File: src/rtl/vend_pkg.sv
`default_nettype none
// ----------------------------------------------------------------------------
// vend_pkg : shared states, coin codes and coin decoding.   Rev 1.0
// ----------------------------------------------------------------------------
package vend_pkg;

   typedef enum logic [1:0] {
      IDLE    = 2'd0,
      COLLECT = 2'd1,
      VEND    = 2'd2,
      REFUND  = 2'd3
   } state_e;

   localparam logic [1:0] COIN_1   = 2'b00;
   localparam logic [1:0] COIN_2   = 2'b01;
   localparam logic [1:0] COIN_5   = 2'b10;
   localparam logic [1:0] COIN_BAD = 2'b11;

   function automatic logic [3:0] coin_value(input logic [1:0] code);
      case (code)
         COIN_1:  return 4'd1;
         COIN_2:  return 4'd2;
         COIN_5:  return 4'd5;
         default: return 4'd0;
      endcase
   endfunction

endpackage
`default_nettype wire

File: src/rtl/vend_timer.sv
`default_nettype none
// ----------------------------------------------------------------------------
// vend_timer : 8-bit loadable down-counter, expire on the final enabled tick. Rev 1.0
// ----------------------------------------------------------------------------
module vend_timer (
   input  logic       clk_i,
   input  logic       clr_i,
   input  logic       load_i,
   input  logic       en_i,
   input  logic [7:0] load_val_i,
   output logic       expire_o
);

   logic [7:0] count_q;

   always_ff @(posedge clk_i) begin
      if (clr_i) begin
         count_q <= 8'd0;
      end else if (load_i) begin
         count_q <= load_val_i;
      end else if (en_i && (count_q != 8'd0)) begin
         count_q <= count_q - 8'd1;
      end
   end

   // Flags the tick that takes the count to zero, so N enabled ticks after a load of N.
   assign expire_o = en_i && !load_i && (count_q <= 8'd1);

endmodule
`default_nettype wire

File: src/rtl/vend_credit_ctrl.sv
`default_nettype none
// ----------------------------------------------------------------------------
// vend_credit_ctrl : coin credit accumulation, vend/refund decision, change. Rev 1.0
// ----------------------------------------------------------------------------
module vend_credit_ctrl
   import vend_pkg::*;
#(
   parameter logic [3:0] PRICE          = 4'd10,
   parameter int         DISP_CYCLES    = 2,
   parameter int         TIMEOUT_CYCLES = 255
) (
   input  logic       clk,
   input  logic       clr,
   input  logic       coin_valid,
   input  logic [1:0] coin_code,
   input  logic       cancel,
   output logic [3:0] credit,
   output logic       reg_en_n,
   output logic       dispense,
   output logic       change_valid,
   output logic [3:0] change_amt,
   output logic       coin_reject
);

   localparam logic [7:0] C_TIMEOUT   = 8'(TIMEOUT_CYCLES);
   localparam logic [3:0] C_DISP_N    = 4'(DISP_CYCLES);
   localparam logic [3:0] C_DISP_LAST = 4'(DISP_CYCLES - 1);

   state_e     state_q;
   logic [3:0] credit_q;
   logic       reg_en_n_q;
   logic       dispense_q;
   logic       change_valid_q;
   logic [3:0] change_amt_q;
   logic       coin_reject_q;
   logic [3:0] disp_cnt_q;

   logic       coin_ok_d;
   logic       coin_accept_d;
   logic [4:0] sum_d;
   logic [4:0] diff_d;
   logic       tmr_en_d;
   logic       tmr_expire;

   assign coin_ok_d     = coin_valid && (coin_code != COIN_BAD);
   assign coin_accept_d = coin_ok_d &&
                          ((state_q == IDLE) || ((state_q == COLLECT) && !cancel));
   assign sum_d         = {1'b0, credit_q} + {1'b0, coin_value(coin_code)};
   assign diff_d        = sum_d - {1'b0, PRICE};
   assign tmr_en_d      = (state_q == COLLECT) && !coin_accept_d && !cancel;

   vend_timer u_timer (
      .clk_i      (clk),
      .clr_i      (clr),
      .load_i     (coin_accept_d),
      .en_i       (tmr_en_d),
      .load_val_i (C_TIMEOUT),
      .expire_o   (tmr_expire)
   );

   always_ff @(posedge clk) begin
      if (clr) begin
         state_q        <= IDLE;
         credit_q       <= 4'd0;
         reg_en_n_q     <= 1'b1;
         dispense_q     <= 1'b0;
         change_valid_q <= 1'b0;
         change_amt_q   <= 4'd0;
         coin_reject_q  <= 1'b0;
         disp_cnt_q     <= 4'd0;
      end else begin
         reg_en_n_q     <= 1'b1;
         dispense_q     <= 1'b0;
         change_valid_q <= 1'b0;
         coin_reject_q  <= 1'b0;
         case (state_q)
            IDLE: begin
               if (coin_ok_d) begin
                  credit_q   <= coin_value(coin_code);
                  reg_en_n_q <= 1'b0;
                  state_q    <= COLLECT;
               end else begin
                  coin_reject_q <= coin_valid;
               end
            end
            COLLECT: begin
               if (cancel) begin
                  coin_reject_q <= coin_valid;
                  change_amt_q  <= credit_q;
                  state_q       <= REFUND;
               end else if (coin_ok_d) begin
                  credit_q   <= sum_d[3:0];
                  reg_en_n_q <= 1'b0;
                  if (sum_d >= {1'b0, PRICE}) begin
                     change_amt_q <= diff_d[3:0];
                     disp_cnt_q   <= 4'd0;
                     state_q      <= VEND;
                  end
               end else begin
                  coin_reject_q <= coin_valid;
                  if (tmr_expire) begin
                     change_amt_q <= credit_q;
                     state_q      <= REFUND;
                  end
               end
            end
            VEND: begin
               coin_reject_q <= coin_valid;
               // Entry cycle has dispense low; DISP_CYCLES high cycles follow, then the clear.
               if (disp_cnt_q != C_DISP_N) begin
                  dispense_q     <= 1'b1;
                  disp_cnt_q     <= disp_cnt_q + 4'd1;
                  change_valid_q <= (disp_cnt_q == C_DISP_LAST) && (change_amt_q != 4'd0);
               end else begin
                  disp_cnt_q <= 4'd0;
                  credit_q   <= 4'd0;
                  reg_en_n_q <= 1'b0;
                  state_q    <= IDLE;
               end
            end
            REFUND: begin
               coin_reject_q  <= coin_valid;
               change_valid_q <= 1'b1;
               credit_q       <= 4'd0;
               reg_en_n_q     <= 1'b0;
               state_q        <= IDLE;
            end
            default: state_q <= IDLE;
         endcase
      end
   end

   assign credit       = credit_q;
   assign reg_en_n     = reg_en_n_q;
   assign dispense     = dispense_q;
   assign change_valid = change_valid_q;
   assign change_amt   = change_amt_q;
   assign coin_reject  = coin_reject_q;

endmodule
`default_nettype wire
File: config.mk
export PLATFORM = sky130hd
export DESIGN_NAME = vend_credit_ctrl
export DESIGN_NICKNAME = d
export VERILOG_FILES = /design/src/rtl/vend_pkg.sv /design/src/rtl/vend_timer.sv /design/src/rtl/vend_credit_ctrl.sv
export SDC_FILE = /design/constraint.sdc
export NUM_CORES = 1
export LEC_CHECK = 0
export ABC_AREA = 1
export CAP_MARGIN = 20
export CORE_MARGIN = 5
export CORE_UTILIZATION = 51
export DETAILED_ROUTE_END_ITERATION = 8
export PLACE_DENSITY = 0.8
export RECOVER_POWER = 25
export SYNTH_ARGS = -nofsm -noshare
export SYNTH_HDL_FRONTEND = slang
export SYNTH_HIERARCHICAL = 1
export SYNTH_SLANG_ARGS = --single-unit
File: constraint.sdc
create_clock -name clk -period 2.2 [get_ports clk]
set_input_delay 0.55 -clock clk [delete_from_list [all_inputs] [get_ports clk]]
set_output_delay 0.55 -clock clk [all_outputs]
set_load 0.01 [all_outputs]
# After elaboration in Yosys (flattened, before gate mapping)
# Index checks and enable logic that the tools add are counted.
# totals
wordCells	90
input_bits	6
register_bits	26
out_inout_bits	12
# classes
n_reduce_logical	25
bitwise	1
n_eq_ne	16
mux	33
addsub	4
magnitude_cmp	2
# ops
op	n
two-way mux 4 bit	12
two-way mux 8 bit	2
case mux 4 bit (4 select lines)	1
two-way mux 2 bit	6
AND reduction 4 bit	3
!= test 2 bit (second input constant)	5
logical AND 1 bit	9
case mux 3 bit (3 select lines)	1
less-or-equal comparator 8 x 1 -> 1 bit (second input constant)	1
case mux 2 bit (4 select lines)	1
case mux 4 bit (2 select lines)	1
nonzero test 8 bit	1
subtractor 8 x 1 -> 8 bit (second input constant)	1
equality test 2 bit (second input constant)	3
two-way mux 1 bit	6
adder 4 x 3 -> 5 bit	1
greater-or-equal comparator 5 x 4 -> 1 bit (second input constant)	1
adder 4 x 1 -> 4 bit (second input constant)	1
equality test 2 x 1 -> 1 bit (second input constant)	2
equality test 4 x 1 -> 1 bit (second input constant)	1
logical NOT 2 bit	2
!= test 4 x 2 -> 1 bit (second input constant)	1
!= test 4 x 3 -> 1 bit (second input constant)	1
!= test 4 bit (second input constant)	1
other kinds (14)	17

# Longest topological paths before layout
# logic_depth
word_depth	13
depth_mapped	15
ltp_nobuf	15

# Modules after synthesis
# The synthesis kept the hierarchy.
# modules_own_cells
mod	seq_area_each_um2	area_per_inst_um2	instances	cells_per_inst
vend_credit_ctrl	360.3	1157.4	1	177
vend_timer	160.2	596.8	1	94

# Worst setup path after synthesis
# No wires, ideal clock.
# synth_path
kind	input port to flip-flop
start	in coin_code[0]
end	reg change_amt_q[3] (netlist: change_amt[3])
setup_time_ns	0.113
t_arrival_ns	2.038
n_path_buf	0
stages	12
t_required_ns	2.087
path_slack_ns	0.049
cell_sequence	inv_1 ha_1 fa_1 nand2_1 nand2_1 ha_1 nand2_1 nand3_2 nand3_2 nand3_4 nor2_1 nor2_1
# synth_via
elab_chain_cells	10
elab_cells_between_ends	21
cone_classes	add/sub: 2; order compare: 1; eq/ne: 4; mux: 4; reduce/logical: 10
# synth_rtl
item	line	source
start, declared	vend_credit_ctrl.sv:15	input logic [1:0] coin_code,
branches (longest 10 deep; another with adder 4 x 3 -> 5 bit)	n/a	
end signal, assigned	vend_credit_ctrl.sv:89	change_amt_q <= credit_q;
end signal, assigned	vend_credit_ctrl.sv:95	change_amt_q <= diff_d[3:0];
end signal, assigned	vend_credit_ctrl.sv:102	change_amt_q <= credit_q;
end, declared	vend_credit_ctrl.sv:34	logic [3:0] change_amt_q;
# Several ways; the timed one is not identified. The select of a mux whose other input is x is not followed.
# A chain may end at the register's enable or synchronous reset.

# Worst setup path after layout
# layout_path
start	reg credit_q[0] (netlist: credit[0])
end	reg change_amt_q[0] (netlist: change_amt[0])
# layout_via
elab_chain_cells	5
elab_cells_between_ends	9
cone_classes	add/sub: 2; order compare: 1; eq/ne: 1; mux: 4; reduce/logical: 1
# layout_rtl
item	line	source
start, declared	vend_credit_ctrl.sv:30	logic [3:0] credit_q;
start signal, assigned	vend_credit_ctrl.sv:79	credit_q <= coin_value(coin_code);
start signal, assigned	vend_credit_ctrl.sv:92	credit_q <= sum_d[3:0];
adder 4 x 3 -> 5 bit	vend_credit_ctrl.sv:48	assign sum_d = {1'b0, credit_q} + {1'b0, coin_value(coin_code)};
subtractor 4 bit	vend_credit_ctrl.sv:49	assign diff_d = sum_d - {1'b0, PRICE};
two-way mux 4 bit	vend_credit_ctrl.sv:94	if (sum_d >= {1'b0, PRICE}) begin
two-way mux 4 bit	vend_credit_ctrl.sv:91	end else if (coin_ok_d) begin
two-way mux 4 bit	vend_credit_ctrl.sv:87	if (cancel) begin
# Parallel ways exist; a longest one is shown, timed or not. The select of a mux whose other input is x is not followed.

==> impl_metrics.env <==
export IMPL_n_antenna_cell=0
export IMPL_path_max_fanout=5
export IMPL_finalCritPeriodShare_pct=96.8
export IMPL_worstHoldStart="disp_cnt_q[2]$_SDFFE_PP0P_"
export IMPL_drc=0
export IMPL_syn_area_um2=1750
export IMPL_status="finished clean"
export IMPL_placed_area_um2=2140
export IMPL_htreeDepth=1
export IMPL_grt_pass1_vias=1557
export IMPL_max_slew_margin_pct=51.7
export IMPL_crit_start="credit[0]$_SDFFE_PP0P_"
export IMPL_nFillCells=317
export IMPL_arrival_ps=2390
export IMPL_io_pins=18
export IMPL_postCtsHoldBufs=0
export IMPL_track_usage_pct=18.4
export IMPL_final_area_um2=2200
export IMPL_instances_no_fill=362
export IMPL_post_route_util_pct=65.8
export IMPL_synth_distinct_cells=33
export IMPL_rsz0062_at_grt="no"
export IMPL_synth_seq_cells=26
export IMPL_drt_wirelength_per_cell_um=10.6
export IMPL_endpoint_kind="flop"
export IMPL_dpl_cell_count=358
export IMPL_clock_latency_ps=320
export IMPL_dieHeight_um=68.6
export IMPL_place_ws_ps=-568
export IMPL_worst_pin_slew_ps=717
export IMPL_max_cap_viol_count=0
export IMPL_synth_cells=271
export IMPL_antenna_found_initial=0
export IMPL_syn_to_final_growth_pct=25.2
export IMPL_numCtsBuffers=3
export IMPL_vias_per_cell=4.82
export IMPL_ir_drop_uv=328
export IMPL_place_hpwl_um=3020
export IMPL_grt_first_pass_wirelength_um=6580
export IMPL_slew_viol_final=0
export IMPL_grt_max_degree=14
export IMPL_clk_pin_slew_ps=140
export IMPL_fin_skew_ps=3.41
export IMPL_p_per_area_nw_per_um2=690
export IMPL_row_count=21
export IMPL_fin_crit_ps=2130
export IMPL_cts_setup_buffers=0
export IMPL_multi_input_area_um2=1120
export IMPL_coreArea_um2=3340
export IMPL_fmax_mhz=470
export IMPL_postRouteAntennaNets=0
export IMPL_drive_above_1_share_pct=18.4
export IMPL_path_class="reg -> reg"
export IMPL_clock_sinks=26
export IMPL_setup_violations=0
export IMPL_num_vias=1745
export IMPL_gr_total_overflow=0
export IMPL_nNetsFinal=332
export IMPL_drt_first_pass_iters=4
export IMPL_die_x_um=68.6
export IMPL_hold_path_class="reg -> reg"
export IMPL_avgSynthCellArea_um2=6.47
export IMPL_setup_ws_ps=70.1
export IMPL_seqCellArea_um2=520
export IMPL_r2r_start="credit[0]$_SDFFE_PP0P_"
export IMPL_routed_wirelength_um=3820
export IMPL_start_util_pct=52.6
export IMPL_place_gp_congestion=0.819
export IMPL_final_hold_viol_count=0
export IMPL_drt_iter0_markers=65
export IMPL_p_leak_nw=1.06
export IMPL_clock_path_buffers=2
export IMPL_worstPathRequired_ps=2460
export IMPL_dieArea_um2=4710
export IMPL_startpoint_type="flop"
export IMPL_ys_warn_count=6
export IMPL_port_buffers=17
export IMPL_root_buffer="clkbuf_4"
export IMPL_synth_seq_area_share_pct=29.7
export IMPL_cts_tree="done"
-- layer usage --
| layer | part of all wire, % | up-vias | routed length, um | global-route usage (%) |
|---|---|---|---|---|
| met1 | 49 | 775 | 1860 | 23.5 |
| li1 | - | 942 | - | - |
| met4 | 0.63 | 0 | 24 | 4.47 |
| met3 | 3.6 | 2 | 138 | 2.76 |
| met2 | 47 | 26 | 1800 | 32.1 |
| met5 | 0 | - | 0 | 0 |
-- cell usage in the layout, fill, tap and decap left out, types with 4 or more instances in the layout --
cell              n
inv_1            34
a21oi_1          14
nand2_1          72
clkdlybuf4s50_1  13
ha_1              5
buf_4            20
dfxtp_1          26
o21ai_0          14
nor2_1           33
nor2_2            4
nand2_2           5
conb_1            8
nand3_1          21
inv_2             7
nand3_4           4
-- per-stage QoR --
step           power [mW]  setup TNS (ps)  hold WS (ps)
2_1_floorplan        1.06               0           448
3_3_place_gp         1.29           -4790           470
3_5_place_dp         1.30           -5460           481
4_1_cts              1.52               0           501
5_1_grt              1.65               0           520
6_report             1.52               0           500
-- kinds of logic after synthesis --
kind of cell / Yosys count / synth area share (%)
AND/OR/NAND/NOR: 154 / 41.7
AO/OA/AOI/OAI: 34 / 10.7
buffers and inverters: 45 / 10.1
other: 1 / 0.214
adder cells (fa/ha/maj): 8 / 6.13
XOR/XNOR: 3 / 1.50
flip-flops: 26 / 29.7
-- area by class of cell --
type	instances	area share, %
multi-input cells	208	51.1
flip-flops and latches	26	23.7
repair buffers	37	14.3
inverters	42	7.24
well taps	46	2.62
clock buffers	3	1.03
-- power by group --
| group | switching [mW] | internal [mW] |
|---|---|---|
| clock network | 0.138 | 0.0641 |
| registers | 0.0667 | 0.530 |
| logic | 0.395 | 0.323 |
| total | 0.599 | 0.917 |
-- cell usage after synthesis --
library cell | number | area, um2
a21oi_1 | 14 | 70.1
a31oi_1 | 2 | 12.5
buf_2 | 1 | 5.00
clkbuf_1 | 1 | 3.75
clkbuf_2 | 1 | 5.00
clkinv_4 | 1 | 8.76
conb_1 | 1 | 3.75
dfxtp_1 | 26 | 521
fa_1 | 1 | 20.0
ha_1 | 7 | 87.6
inv_1 | 35 | 131
inv_2 | 6 | 22.5
nand2_1 | 73 | 274
nand2_2 | 4 | 25.0
nand2_4 | 3 | 33.8
nand3_1 | 21 | 105
nand3_2 | 3 | 30.0
nand3_4 | 2 | 35.0
nand3b_1 | 1 | 7.51
nand4_1 | 1 | 6.26
nor2_1 | 35 | 131
nor2_2 | 2 | 12.5
nor2_4 | 1 | 11.3
nor2_8 | 1 | 20.0
nor3_1 | 3 | 15.0
nor4_1 | 1 | 6.26
o2111ai_1 | 1 | 8.76
o21ai_0 | 13 | 65.1
o21ai_1 | 3 | 15.0
o21ai_4 | 1 | 16.3
or2_2 | 3 | 18.8
xnor2_1 | 2 | 17.5
xor2_1 | 1 | 8.76
-- worst max-delay path: stages, from the launching register on --
cell and delay [ps]:
dfxtp_1 380, ha_4 180, fa_2 580, inv_2 60, nor2_2 100, nand3_1 100, nand2_1 80, nand3_2 100
nand3_4 120, nand3_4 100, nand2_2 80, nand2_1 60, nor2_1 120
-- what timing repair did --
item	in CTS	in global routing
cloned	1	0
resized for setup	9	7
endpoints found under the hold margin	0	0
endpoints found under the setup margin	10	10
pin swaps	6	4
-- sequential cells by signal (all words and copies together), names as in the netlist, 2 cells and up --
| name | flops |
|---|---|
| state_q | 2 |
| change_amt | 4 |
| u_timer/count_q | 8 |
| credit | 4 |
| disp_cnt_q | 4 |
-- path summary, 6_finish.rpt --
path,slack [ps],end,depth (start not counted)
worst max register to register,70,change_amt[0]$_SDFFE_PP0P_,12
worst min-delay path,500,disp_cnt_q[2]$_SDFFE_PP0P_,2
worst max-delay path,70,change_amt[0]$_SDFFE_PP0P_,12
worst min register to register,500,disp_cnt_q[2]$_SDFFE_PP0P_,2
Note: power is estimated with default switching activity, not from simulation.
